## src/rtl/jtframe_prog_pkg.sv

```systemverilog
// Shared types and constants for the download-to-SDRAM programming path.
//   prog_st_t    : loader FSM state
//   fifo_entry_t : one buffered download byte (byte address + data)
//   MASK_*       : active-low SDRAM byte enables
package jtframe_prog_pkg;

  typedef enum logic [1:0] {
    StIdle,
    StStrobe,
    StProm,
    StGap
  } prog_st_t;

  typedef struct packed {
    logic [21:0] addr;
    logic [7:0]  data;
  } fifo_entry_t;

  localparam logic [1:0] MASK_LO   = 2'b10;
  localparam logic [1:0] MASK_HI   = 2'b01;
  localparam logic [1:0] MASK_NONE = 2'b11;

endpackage

```

## src/rtl/jtframe_prog_fifo.sv

```systemverilog
// Small circular FIFO for download bytes.
//   clk_i, rst_ni : clock, synchronous active-low reset (flushes the FIFO)
//   push_i        : write wdata_i; ignored when full unless pop_i is also high
//   pop_i         : drop the head entry; ignored when empty
//   head_o        : entry at the read pointer (valid when !empty_o)
//   full_o/empty_o/count_o : occupancy
module jtframe_prog_fifo
  import jtframe_prog_pkg::*;
#(
  parameter int unsigned FIFO_AW = 2
) (
  input  logic               clk_i,
  input  logic               rst_ni,
  input  logic               push_i,
  input  logic               pop_i,
  input  fifo_entry_t        wdata_i,
  output fifo_entry_t        head_o,
  output logic               full_o,
  output logic               empty_o,
  output logic [FIFO_AW:0]   count_o
);

  localparam int unsigned        Depth   = 2 ** FIFO_AW;
  localparam logic [FIFO_AW:0]   FullCnt = (FIFO_AW + 1)'(Depth);

  fifo_entry_t          mem_q [Depth];
  logic [FIFO_AW-1:0]   wr_ptr_q, wr_ptr_d;
  logic [FIFO_AW-1:0]   rd_ptr_q, rd_ptr_d;
  logic [FIFO_AW:0]     count_q, count_d;
  logic                 wr_en, rd_en;

  always_comb begin
    full_o  = (count_q == FullCnt);
    empty_o = (count_q == '0);
    count_o = count_q;
    head_o  = mem_q[rd_ptr_q];
    // When full, a simultaneous pop frees the slot being written.
    wr_en   = push_i & (~full_o | pop_i);
    rd_en   = pop_i & ~empty_o;
    wr_ptr_d = wr_en ? wr_ptr_q + 1'b1 : wr_ptr_q;
    rd_ptr_d = rd_en ? rd_ptr_q + 1'b1 : rd_ptr_q;
    count_d  = count_q;
    unique case ({wr_en, rd_en})
      2'b10:   count_d = count_q + 1'b1;
      2'b01:   count_d = count_q - 1'b1;
      default: count_d = count_q;
    endcase
  end

  always_ff @(posedge clk_i) begin
    if (!rst_ni) begin
      wr_ptr_q <= '0;
      rd_ptr_q <= '0;
      count_q  <= '0;
    end else begin
      wr_ptr_q <= wr_ptr_d;
      rd_ptr_q <= rd_ptr_d;
      count_q  <= count_d;
    end
  end

  always_ff @(posedge clk_i) begin
    if (wr_en) mem_q[wr_ptr_q] <= wdata_i;
  end

endmodule

```

## src/rtl/jtframe_prog_loader.sv

```systemverilog
// Converts the MiST byte download stream into SDRAM byte-masked word writes.
// Bytes are buffered in a FIFO; each SDRAM write holds prog_we for PROG_LEN
// cycles, PROM-range bytes get a single prom_we cycle, and GAP idle cycles
// separate writes. dwnld_done pulses once the download has fully drained.
//   clk_rom, rst_n            : clock, synchronous active-low reset
//   downloading, ioctl_*      : download port from the base
//   prog_addr/data/mask/we    : SDRAM programming port (mask active-low)
//   prom_we, prom_addr        : PROM write port
//   overflow                  : sticky byte-dropped flag
//   busy, dwnld_done          : drain status
module jtframe_prog_loader
  import jtframe_prog_pkg::*;
#(
  parameter int unsigned FIFO_AW    = 2,
  parameter int unsigned PROG_LEN   = 8,
  parameter int unsigned GAP        = 2,
  parameter logic [21:0] PROM_START = 22'h3F_0000,
  parameter int unsigned PROM_AW    = 10
) (
  input  logic               clk_rom,
  input  logic               rst_n,
  input  logic               downloading,
  input  logic [21:0]        ioctl_addr,
  input  logic [7:0]         ioctl_data,
  input  logic               ioctl_wr,
  output logic [21:0]        prog_addr,
  output logic [7:0]         prog_data,
  output logic [1:0]         prog_mask,
  output logic               prog_we,
  output logic               prom_we,
  output logic [PROM_AW-1:0] prom_addr,
  output logic               overflow,
  output logic               busy,
  output logic               dwnld_done
);

  localparam int unsigned     CntW      = 8;
  localparam logic [CntW-1:0] StrobeLd  = CntW'(PROG_LEN - 1);
  localparam logic [CntW-1:0] GapLd     = (GAP == 0) ? '0 : CntW'(GAP - 1);
  localparam prog_st_t        AfterWr   = (GAP == 0) ? StIdle : StGap;

  prog_st_t             st_q, st_d;
  logic [CntW-1:0]      cnt_q, cnt_d;
  logic [21:0]          prog_addr_q, prog_addr_d;
  logic [7:0]           prog_data_q, prog_data_d;
  logic [1:0]           prog_mask_q, prog_mask_d;
  logic [PROM_AW-1:0]   prom_addr_q, prom_addr_d;
  logic                 prog_we_q, prog_we_d;
  logic                 prom_we_q, prom_we_d;
  logic                 overflow_q, overflow_d;
  logic                 busy_q, busy_d;
  logic                 done_q, done_d;
  logic                 pending_q, pending_d;
  logic                 dl_q;

  fifo_entry_t          wentry, head;
  logic                 fifo_full, fifo_empty;
  logic [FIFO_AW:0]     fifo_count, count_nx;
  logic                 push, pop, drop, dl_rise;

  jtframe_prog_fifo #(
    .FIFO_AW (FIFO_AW)
  ) u_fifo (
    .clk_i   (clk_rom),
    .rst_ni  (rst_n),
    .push_i  (push),
    .pop_i   (pop),
    .wdata_i (wentry),
    .head_o  (head),
    .full_o  (fifo_full),
    .empty_o (fifo_empty),
    .count_o (fifo_count)
  );

  always_comb begin
    wentry   = '{addr: ioctl_addr, data: ioctl_data};
    push     = ioctl_wr & downloading;
    pop      = (st_q == StIdle) & ~fifo_empty;
    drop     = push & fifo_full & ~pop;
    dl_rise  = downloading & ~dl_q;

    st_d        = st_q;
    cnt_d       = cnt_q;
    prog_addr_d = prog_addr_q;
    prog_data_d = prog_data_q;
    prog_mask_d = prog_mask_q;
    prom_addr_d = prom_addr_q;

    unique case (st_q)
      StIdle: begin
        if (!fifo_empty) begin
          prog_data_d = head.data;
          if (head.addr < PROM_START) begin
            st_d        = StStrobe;
            prog_addr_d = {1'b0, head.addr[21:1]};
            prog_mask_d = head.addr[0] ? MASK_HI : MASK_LO;
            cnt_d       = StrobeLd;
          end else begin
            st_d        = StProm;
            prom_addr_d = PROM_AW'(head.addr - PROM_START);
          end
        end
      end
      StStrobe: begin
        if (cnt_q == '0) begin
          st_d  = AfterWr;
          cnt_d = GapLd;
        end else begin
          cnt_d = cnt_q - 1'b1;
        end
      end
      StProm: begin
        st_d  = AfterWr;
        cnt_d = GapLd;
      end
      StGap: begin
        if (cnt_q == '0) st_d = StIdle;
        else             cnt_d = cnt_q - 1'b1;
      end
      default: st_d = StIdle;
    endcase

    // Next-cycle occupancy lets busy and dwnld_done line up on the same edge.
    count_nx = fifo_count;
    unique case ({push & ~drop, pop})
      2'b10:   count_nx = fifo_count + 1'b1;
      2'b01:   count_nx = fifo_count - 1'b1;
      default: count_nx = fifo_count;
    endcase

    prog_we_d  = (st_d == StStrobe);
    prom_we_d  = (st_d == StProm);
    busy_d     = (count_nx != '0) | (st_d != StIdle);
    done_d     = pending_q & ~downloading & (count_nx == '0) & (st_d == StIdle);
    overflow_d = (dl_rise ? 1'b0 : overflow_q) | drop;

    pending_d = pending_q;
    if (dl_rise)     pending_d = 1'b1;
    else if (done_d) pending_d = 1'b0;
  end

  always_ff @(posedge clk_rom) begin
    if (!rst_n) begin
      st_q        <= StIdle;
      cnt_q       <= '0;
      prog_addr_q <= '0;
      prog_data_q <= '0;
      prog_mask_q <= MASK_NONE;
      prom_addr_q <= '0;
      prog_we_q   <= 1'b0;
      prom_we_q   <= 1'b0;
      overflow_q  <= 1'b0;
      busy_q      <= 1'b0;
      done_q      <= 1'b0;
      pending_q   <= 1'b0;
      dl_q        <= 1'b0;
    end else begin
      st_q        <= st_d;
      cnt_q       <= cnt_d;
      prog_addr_q <= prog_addr_d;
      prog_data_q <= prog_data_d;
      prog_mask_q <= prog_mask_d;
      prom_addr_q <= prom_addr_d;
      prog_we_q   <= prog_we_d;
      prom_we_q   <= prom_we_d;
      overflow_q  <= overflow_d;
      busy_q      <= busy_d;
      done_q      <= done_d;
      pending_q   <= pending_d;
      dl_q        <= downloading;
    end
  end

  assign prog_addr  = prog_addr_q;
  assign prog_data  = prog_data_q;
  assign prog_mask  = prog_mask_q;
  assign prog_we    = prog_we_q;
  assign prom_we    = prom_we_q;
  assign prom_addr  = prom_addr_q;
  assign overflow   = overflow_q;
  assign busy       = busy_q;
  assign dwnld_done = done_q;

endmodule

```

## config.mk

```make
export PLATFORM = sky130hd
export DESIGN_NAME = jtframe_prog_loader
export DESIGN_NICKNAME = d
export VERILOG_FILES = /design/src/rtl/jtframe_prog_pkg.sv /design/src/rtl/jtframe_prog_fifo.sv /design/src/rtl/jtframe_prog_loader.sv
export SDC_FILE = /design/constraint.sdc
export NUM_CORES = 1
export LEC_CHECK = 0
export CAP_MARGIN = 20
export CORE_ASPECT_RATIO = 1.75
export CORE_MARGIN = 3
export CORE_UTILIZATION = 60
export DETAILED_ROUTE_END_ITERATION = 10
export MAX_ROUTING_LAYER = met4
export PLACE_DENSITY = 0.84
export SYNTH_ARGS = -nofsm -noshare
export SYNTH_HDL_FRONTEND = slang
export SYNTH_SLANG_ARGS = --single-unit
```

## constraint.sdc

```tcl
create_clock -name clk_rom -period 7.02 [get_ports clk_rom]
set_input_delay 0.702 -clock clk_rom [delete_from_list [all_inputs] [get_ports clk_rom]]
set_output_delay 0.702 -clock clk_rom [all_outputs]
set_load 0.02 [all_outputs]
```

==> flow_summary.ini <==
[global_routing]
gr-total-overflow = 0
grt_use_total_pct = 23.0
antenna_found_initial = 0
grt_pass1_wl_mm = 23.9
grt_pass1_vias = 4718
grt_max_degree = 64

[power]
p_sw_mw = 1.12
finalPower_mw = 3.37
leakage_nw = 3.03
pwr-share-clk_pct = 27.2
p_seq_share_pct = 42.0
power_density_nw_per_um2 = 380
swShare_pct = 33.4
p_comb_share_pct = 30.8
internal-power_mw = 2.24
peakVddDrop_v = 0.000249

[clock_tree]
cts-hold-fix-buffers = 0
clk_pin_slew_worst_paths_ns = 0.07
cts_setup_buffers = 0
cts_tree = yes
numClockSinks = 187
insertion_delay_ns = 0.42
cts_made_buffers = 17
htree_levels = 4
cts_root_buf = clkbuf_16
postCtsResizedCells = 0
clock_path_buffers = 2

[hold_path]
hold_path_class = reg -> reg

[synth]
synth.distinct_cells = 53
synthFlopType = edfxtp_1
yosysSeqAreaShare_pct = 67.2
synth-edff-count = 120
avgSynthCellArea_sq_um = 14.9
synth-async-reset-ratio_pct = 0
synth_fp_nets = 539
synth_cells = 495
ys_seq_elements = 187
syn_area_sq_um = 7360
ys_warn_count = 0

[final_layout]
fillers = 723
stdcell_area_sq_um = 8860
layout.nets = 616
seq_area_sq_um = 4950
diodes = 0
areaGrowthSynthToFinish_pct = 20.4
final_core_util_pct = 75.3
final_cells = 747
drive_gt1_share_pct = 13.0
multi_input_area_sq_um = 2240

[placed_design]
dpl.hpwl_mm = 9.44
place_inst = 714
portBuffers = 79
pre_cts_ws_ns = 3.94
placed_area_sq_um = 8260
routabilityCongestion = 0.794

[drt]
drt_iter0_markers = 230
dr.pass1.iters = 5
detail-route-antenna-nets = 0
vias = 4423
drcViolationCount = 0
wl_per_cell_um = 19.7
wirelength_mm = 14.7
drt-vias-per-instance = 5.92

[setup_path]
critical-path-max-stage-delay_ns = 0.55
arrival_ns = 3.19
cp-end-kind = register
path_max_fanout = 14
cp-start-kind = register
path_cells = nor2_1 > nand2_1 > inv_1 > ha_1 > or3_1 > a21oi_1
cp_slowest_cell = inv_1
rrSetupSlack_ns = 4.16
worstPathRequired_ns = 7.35
path_class = reg -> reg

[sta]
fin_skew_ns = 0.0122
final.setup.worst_slack_ns = 4.16
period_needed_ns = 2.86
max_slew_margin_pct = 25.4
fin_crit_sh_pct = 40.7
max_clock_freq_ghz = 0.350
rsz0062_at_grt = no
setup_tns_ns = 0
drv_slew = 0
worst_slew_pin_slew_ns = 1.11
setup_viol = 0
hold_ws_ns = 0.455
hold_viol_final = 0

[floorplan]
die_area_sq_um = 13700
std_cell_rows = 52
start_util_pct = 62.5
die_h_um = 153
die_w_um = 89.7
core_region_area_sq_um = 11800
io_pins = 81

[status]
status = finished, final reports clean

[flow_run]
max_cap_violations = 0
-- worst paths after layout --
kind                                          end  depth (start not counted)       from
worst max-delay path            u_fifo.count_o[2]                          6    st_q[0]
worst max register to register  u_fifo.count_o[2]                          6    st_q[0]
worst min-delay path                   dwnld_done                          2  pending_q
worst min register to register         dwnld_done                          2  pending_q
-- critical path, delay by kind of cell, from the launching register on --
kind / cells / cell delay, ns
simple gates: 3 / 1.25
buf+inv: 1 / 0.55
fa+ha+maj: 1 / 0.38
compound gates: 1 / 0.14
flops: 1 / 0.44
-- synthesized netlist by cell type (5+ instances only) --
cell type	instances	area, sq um
mux4_2	25	563
dfxtp_1	67	1340
a211oi_1	5	37.5
clkbuf_1	17	63.8
mux2i_1	32	320
ha_1	10	125
edfxtp_1	120	3600
o21ai_0	9	45.0
and2_1	5	31.3
nand2_1	73	274
inv_1	12	45.0
mux4_1	5	131
a21oi_1	15	75.1
buf_2	7	35.0
a31oi_1	8	50.1
nor2_1	18	67.6
-- cell families (layout without fill, tap and decap cells) --
| family | Yosys count | after routing | share of synthesized area (%) |
|---|---|---|---|
| AO/OA/AOI/OAI | 58 | 58 | 5.61 |
| XOR/XNOR | 7 | 7 | 0.833 |
| adder cells (fa/ha/maj) | 10 | 10 | 1.70 |
| buffers and inverters | 40 | 130 | 2.41 |
| flip-flops | 187 | 187 | 67.2 |
| multiplexers | 63 | 63 | 13.9 |
| other | 1 | 1 | 0.0510 |
| AND/OR/NAND/NOR | 129 | 129 | 8.26 |
-- power groups by stage --
stage               clock network, mW  logic, mW  registers, mW
floorplan                           0      0.652           1.48
global placement                    0      0.953           1.47
detailed placement                  0      0.980           1.47
CTS                             0.928      0.997           1.45
global route                    0.972       1.12           1.43
finish                          0.916       1.04           1.42
-- sequential cells by signal, indices dropped and copies added, names as in the netlist, named ones only --
name / count
busy: 1
cnt_q: 8
dl_q: 1
dwnld_done: 1
overflow: 1
pending_q: 1
prog_addr: 21
prog_data: 8
prog_mask: 2
prog_we: 1
prom_addr: 10
prom_we: 1
st_q: 2
u_fifo.count_o: 3
u_fifo.mem_q: 120
u_fifo.rd_ptr_q: 2
u_fifo.wr_ptr_q: 2
-- placed cells by master (no fill, tap or decap), types with 3 or more instances in the layout --
cell type          n
edfxtp_1         120
clkdlybuf4s50_1   78
nand2_1           73
dfxtp_1           66
mux2i_1           32
mux4_2            25
nor2_1            18
clkbuf_16         17
a21oi_1           15
inv_1             12
ha_1              10
o21ai_0            9
a31oi_1            8
and2_1             5
mux4_1             5
a211oi_1           5
buf_4              5
nand2b_1           4
nor4_1             4
xnor2_1            4
inv_8              4
o21a_1             3
xor2_1             3
or3_1              3
o31ai_1            3
clkinv_4           3
clkinv_8           3
-- routing by layer --
metal	GRT usage (%)	wire, um
met1	25.6	5560
met2	39.8	8060
met3	4.74	733
met4	10.0	344
met5	-	0
-- cell type report --
type,instances,area share [%]
Clock buffer,18,4.84
Clock inverter,14,1.69
Inverter,13,0.551
Multi-Input combinational cell,268,25.3
Sequential cell,187,55.8
Tap cell,162,2.29
Timing Repair Buffer,85,9.52
Note: power is estimated with default switching activity, not from simulation.
